**config.mk**
```make
export PLATFORM = sky130hd
export DESIGN_NAME = inst_fetch_unit
export DESIGN_NICKNAME = d
export VERILOG_FILES = /design/src/rtl/cpu_defs.sv /design/src/rtl/inst_fetch_unit.sv
export SDC_FILE = /design/constraint.sdc
export NUM_CORES = 1
export LEC_CHECK = 0
export ABC_AREA = 1
export CAP_MARGIN = 20
export CELL_PAD_IN_SITES_DETAIL_PLACEMENT = 0
export CELL_PAD_IN_SITES_GLOBAL_PLACEMENT = 1
export CORE_AREA = 8 8 117 119
export DETAILED_ROUTE_END_ITERATION = 12
export DIE_AREA = 0 0 125 127
export DONT_BUFFER_PORTS = 1
export GPL_TIMING_DRIVEN = 0
export HOLD_SLACK_MARGIN = 0.02
export PLACE_DENSITY = 0.84
export SYNTH_ARGS = -nofsm -noshare
export SYNTH_HDL_FRONTEND = slang
export SYNTH_SLANG_ARGS = --single-unit
```
**constraint.sdc**
```tcl
create_clock -name clk -period 2.1 [get_ports clk]
set_input_delay 0.42 -clock clk [delete_from_list [all_inputs] [get_ports clk]]
set_output_delay 0.42 -clock clk [all_outputs]
set_load 0.01 [all_outputs]
```
**src/rtl/cpu_defs.sv**
```systemverilog
// cpu_defs: definitions shared across the custom_cpu front end.
//   - default reset PC and sequential PC increment
//   - one-hot state encoding of the instruction fetch unit FSM
//   - word-alignment helper for fetch addresses
package cpu_defs;

    localparam logic [31:0] RESET_PC_DEFAULT = 32'h0000_0000;
    localparam logic [31:0] PC_STEP_DEFAULT  = 32'd4;

    // One-hot so each state bit is its own flop and drives outputs directly.
    typedef enum logic [3:0] {
        S_INIT = 4'b0001,
        S_REQ  = 4'b0010,
        S_WAIT = 4'b0100,
        S_HOLD = 4'b1000
    } ifu_state_e;

    // Fetches are always 4-byte aligned; the low two address bits are dropped.
    function automatic logic [31:0] align_word(input logic [31:0] addr);
        return addr & 32'hFFFF_FFFC;
    endfunction

endpackage

```
**src/rtl/inst_fetch_unit.sv**
```systemverilog
// inst_fetch_unit: instruction fetch front end, sits upstream of the I-cache.
// Owns the PC, issues one aligned fetch per instruction, captures the returned
// word and hands it to decode. Redirects are accepted in every state and any
// response belonging to the wrong path is discarded.
//
// Ports:
//   clk, rst                  clock, synchronous active-high reset
//   to_icache_req_valid/addr  fetch request to the cache (addr[1:0] == 0)
//   from_icache_req_ready     cache accepts the request
//   from_icache_rsp_valid/data cache response (instruction word)
//   to_icache_rsp_ready       IFU accepts the response
//   redirect_valid/pc         one-cycle redirect pulse and target
//   to_id_valid/inst/pc       instruction and its PC presented to decode
//   from_id_ready             decode accepts the instruction
//
// All outputs come straight from flops (state bits, PC, FPC, IR).
module inst_fetch_unit
    import cpu_defs::*;
#(
    parameter logic [31:0] RESET_PC = RESET_PC_DEFAULT,
    parameter logic [31:0] PC_STEP  = PC_STEP_DEFAULT
) (
    input  logic        clk,
    input  logic        rst,
    output logic        to_icache_req_valid,
    output logic [31:0] to_icache_req_addr,
    input  logic        from_icache_req_ready,
    input  logic        from_icache_rsp_valid,
    input  logic [31:0] from_icache_rsp_data,
    output logic        to_icache_rsp_ready,
    input  logic        redirect_valid,
    input  logic [31:0] redirect_pc,
    output logic        to_id_valid,
    output logic [31:0] to_id_inst,
    output logic [31:0] to_id_pc,
    input  logic        from_id_ready
);

    ifu_state_e  state_q, state_d;
    logic [31:0] pc_q, pc_d;        // next address to fetch (kept aligned)
    logic [31:0] fpc_q, fpc_d;      // address of the request in flight / held
    logic [31:0] ir_q, ir_d;        // captured instruction
    logic        discard_q, discard_d;

    logic        req_fire_s;
    logic [31:0] redirect_pc_s;

    assign req_fire_s    = (state_q == S_REQ) && from_icache_req_ready;
    assign redirect_pc_s = align_word(redirect_pc);

    // Next-state logic: redirect is checked first in every state so it wins.
    always_comb begin
        state_d   = state_q;
        pc_d      = pc_q;
        fpc_d     = fpc_q;
        ir_d      = ir_q;
        discard_d = discard_q;
        unique case (state_q)
            S_INIT: begin
                state_d = S_REQ;
                if (redirect_valid) begin
                    pc_d = redirect_pc_s;
                end else begin
                    pc_d = pc_q;
                end
            end
            S_REQ: begin
                if (req_fire_s) begin
                    fpc_d   = pc_q;
                    state_d = S_WAIT;
                    if (redirect_valid) begin
                        // Request already accepted: its response is wrong-path.
                        pc_d      = redirect_pc_s;
                        discard_d = 1'b1;
                    end else begin
                        discard_d = discard_q;
                    end
                end else if (redirect_valid) begin
                    pc_d = redirect_pc_s;
                end else begin
                    pc_d = pc_q;
                end
            end
            S_WAIT: begin
                if (redirect_valid) begin
                    pc_d = redirect_pc_s;
                    if (from_icache_rsp_valid) begin
                        // The outstanding response is consumed now, so nothing
                        // is left in flight to discard.
                        discard_d = 1'b0;
                        state_d   = S_REQ;
                    end else begin
                        discard_d = 1'b1;
                    end
                end else if (from_icache_rsp_valid) begin
                    if (discard_q) begin
                        discard_d = 1'b0;
                        state_d   = S_REQ;
                    end else begin
                        ir_d    = from_icache_rsp_data;
                        state_d = S_HOLD;
                    end
                end else begin
                    state_d = S_WAIT;
                end
            end
            S_HOLD: begin
                if (redirect_valid) begin
                    // Decode flushes itself on redirect; a same-cycle accept is ignored.
                    pc_d    = redirect_pc_s;
                    ir_d    = 32'h0000_0000;
                    state_d = S_REQ;
                end else if (from_id_ready) begin
                    pc_d    = fpc_q + PC_STEP;
                    state_d = S_REQ;
                end else begin
                    state_d = S_HOLD;
                end
            end
            default: begin
                // Illegal one-hot value: restart cleanly.
                state_d   = S_INIT;
                discard_d = 1'b0;
            end
        endcase
    end

    // State, PC and datapath registers with synchronous reset.
    always_ff @(posedge clk) begin
        if (rst) begin
            state_q   <= S_INIT;
            pc_q      <= align_word(RESET_PC);
            fpc_q     <= 32'h0000_0000;
            ir_q      <= 32'h0000_0000;
            discard_q <= 1'b0;
        end else begin
            state_q   <= state_d;
            pc_q      <= pc_d;
            fpc_q     <= fpc_d;
            ir_q      <= ir_d;
            discard_q <= discard_d;
        end
    end

    assign to_icache_req_valid = (state_q == S_REQ);
    assign to_icache_req_addr  = pc_q;
    assign to_icache_rsp_ready = (state_q == S_WAIT);
    assign to_id_valid         = (state_q == S_HOLD);
    assign to_id_inst          = ir_q;
    assign to_id_pc            = fpc_q;

endmodule

```
==> impl_metrics.tcl <==
set metrics [dict create \
    synth_nets 829 \
    postSynthCellCount 758 \
    seq_area_frac_synth_pct 40.6 \
    rsz0062_at_grt "yes" \
    powerDensity_nw_per_um2 905 \
    cts_made_buffers 9 \
    initial_utilization_pct 42.2 \
    ant_nets 0 \
    p_sw_w 0.00169 \
    holdWs_ps 208 \
    synth_cell_type_count 25 \
    grt_max_degree 18 \
    yosys_most_used_dff "dfxtp_1" \
    cp-start-kind "register" \
    swShare_pct 34.0 \
    drtIter0Drc 426 \
    portBuffers 0 \
    cts_root_buf "clkbuf_16" \
    first_pass_iters 6 \
    path_cells "ha_1 > nand3_1 > inv_1 > nand2_1 > nor2_2 > inv_1 > o21ai_0 > nand3_1 > a21oi_1" \
    crit_arrival_ps 2250 \
    synth_adder_area_share_pct 0.251 \
    fin_area_sq_um 5500 \
    place_area_sq_um 5170 \
    pin_count 169 \
    synth_area_sq_um 4980 \
    area_growth_pct 10.3 \
    p_clk_share_pct 33.8 \
    routedWlPerCell_um 18.4 \
    internal_power_w 0.00328 \
    core_region_area_sq_um 11800 \
    synth-simple-area-share_pct 34.4 \
    ir_drop_v 0.000523 \
    synth_xor_area_share_pct 0.703 \
    num_rows 40 \
    register_area_sq_um 2030 \
    dp_hpwl_um 13000 \
    synth_common_cells "nand2_1 (196), dfxtp_1 (101), a21oi_1 (98), nor2_1 (95), nand3_1 (79)" \
    wirelength_um 17000 \
    die_w_um 125 \
    htree_levels 3 \
    die-height_um 127 \
    antenna_found_initial 0 \
    drive_gt1_share_pct 8.76 \
    cts_hold_buf 0 \
    yosys_warnings 0 \
    run_status "complete, no violations" \
    die-area_sq_um 15900 \
    globalplace.congestion 0.872 \
    netlist_top_cells_area "dfxtp_1 (41%), nand2_1 (15%), a21oi_1 (9.8%)" \
    tightest_slew_ps 631 \
    critPathMaxStageDelay_ps 430 \
    track_usage_pct 20.8 \
    synth_edf_count 0 \
    grt_pass1_wl_um 26300 \
    clk_path_buf_depth 2 \
    cp_slowest_cell "dfxtp_2" \
    synth_largest_area_cell "dfxtp_1" \
    fill_cells 1237 \
    synth_top_family_by_area "simple AND/OR/NAND/NOR gates" \
    muxShareOfSynthArea_pct 0 \
    path_class "reg -> reg" \
    end_kind "register" \
    synth_seq_cells 101 \
    finalSetupViolations 0 \
    clock-sinks 101 \
    finalHoldViolations 0 \
    drc 0 \
    slew_viol_final 0 \
    maxSlewHeadroom_pct 57.9 \
    grt_overflow 0 \
    power_leakage_nw 1.90 \
    clkTransAtPathRegs_ps 70 \
    multi_input_area_sq_um 2550 \
    viasPerCell 5.47 \
    fin_crit_ps 1960 \
    cts_tree "done" \
    synth.top_cell.area_share_pct 40.6 \
    hp-class "in -> reg" \
    syn_avg_cell_area_sq_um 6.57 \
    yosysMostFrequentCell "nand2_1" \
    power_frac_seq_pct 49.1 \
    clock_latency_ps 360 \
    required_ps 2390 \
    synth-compound-area-share_pct 15.5 \
    max_freq_mhz 511 \
    finalNetCount 842 \
    grt_pass1_vias 4875 \
    ys_async_sr_fraction_pct 0 \
    skew_ps 9.58 \
    vias 5047 \
    comb_power_share_pct 17.1 \
    crit_path_max_fanout 5 \
    finalCritPeriodShare_pct 93.2 \
    maxCapViolations 0 \
    diodes 0 \
]
==> path summary, 6_finish.rpt <==
path / startpoint / cells past startpoint / endpoint / slack, ps
worst max register to register: to_id_pc[2]$_SDFFE_PP0P_ / 9 / to_icache_req_addr[22]$_SDFFE_PP0P_ / 140
worst min-delay path: from_icache_rsp_data[10] / 2 / to_id_inst[10]$_SDFFE_PP0P_ / 210
worst max-delay path: to_id_pc[2]$_SDFFE_PP0P_ / 9 / to_icache_req_addr[22]$_SDFFE_PP0P_ / 140
worst min register to register: to_id_inst[10]$_SDFFE_PP0P_ / 2 / to_id_inst[10]$_SDFFE_PP0P_ / 510
==> layout make-up <==
type	instances	area share (%)
multi-input combinational	558	46.4
sequential	101	36.8
clock buffer	11	4.60
inverter	64	4.42
buffer	36	3.50
tap	147	3.35
clock inverter	5	0.774
timing repair buffer	1	0.137
==> sequential cells by signal, indices dropped and copies added (netlist names) <==
| name | cells |
|---|---|
| discard_q | 1 |
| state_q | 4 |
| to_icache_req_addr | 32 |
| to_id_inst | 32 |
| to_id_pc | 32 |
==> power by group through the flow <==
stage	clock network (W)	logic (W)	registers (W)
global placement	0	0.000817	0.00248
floorplan	0	0.000635	0.00239
CTS	0.00170	0.000843	0.00244
global route	0.00176	0.000977	0.00247
detailed placement	0	0.000838	0.00249
finish	0.00168	0.000848	0.00244
==> layer usage <==
metal | vias to the layer above | GRT usage [%] | wire length, um
met1 | 2347 | 23.8 | 6730
met2 | 197 | 34.4 | 8150
met3 | 21 | 8.94 | 1800
met5 | - | 0 | 0
met4 | 0 | 7.02 | 326
li1 | 2482 | - | -
==> timing repair <==
action                     4_1_cts  5_1_grt
setup buffers                    0        1
hold endpoints to repair         0        0
pin swaps                        0        2
cloned                           0        1
gates resized for setup          1        9
setup endpoints to repair        1       18
==> cell usage in the layout (no fill, tap or decap), drive strengths merged <==
master and n:
o22ai 1, nand4 8, inv 66, nor2 102, or2 11, clkinvlp 1
o21ai 52, ha 1, clkbuf 33, dfxtp 101, xnor2 1, a21oi 99
clkinv 2, buf 15, nand2 199, nand3 81, xor2 3
==> stage by stage <==
step	setup WS [ps]	instances	setup TNS [ps]	utilization (%)	power (W)
4_1_cts	21.7	921	0	46.3	0.00498
3_3_place_gp	44.6	905	0	43.8	0.00330
2_1_floorplan	512	758	0	-	0.00302
3_5_place_dp	9.41	905	0	43.8	0.00333
6_report	143	923	0	46.5	0.00497
5_1_grt	-22.0	923	-26.1	46.5	0.00521
==> critical path: cells and delay by family, from the launching register on <==
kind / cells / cell delay, ps
AOI/OAI and AO/OA: 2 / 310
adders and majority gates: 1 / 230
buffers and inverters: 2 / 230
DFF: 1 / 430
and+or+nand+nor: 4 / 700
==> cells by family after synthesis <==
kind of cell               Yosys count
and+or+nand+nor                    400
AOI/OAI and AO/OA                  152
DFF                                101
buffers and inverters              100
xor gates and xnor gates             4
adders and majority gates            1
Note: power is estimated with default switching activity, not from simulation.
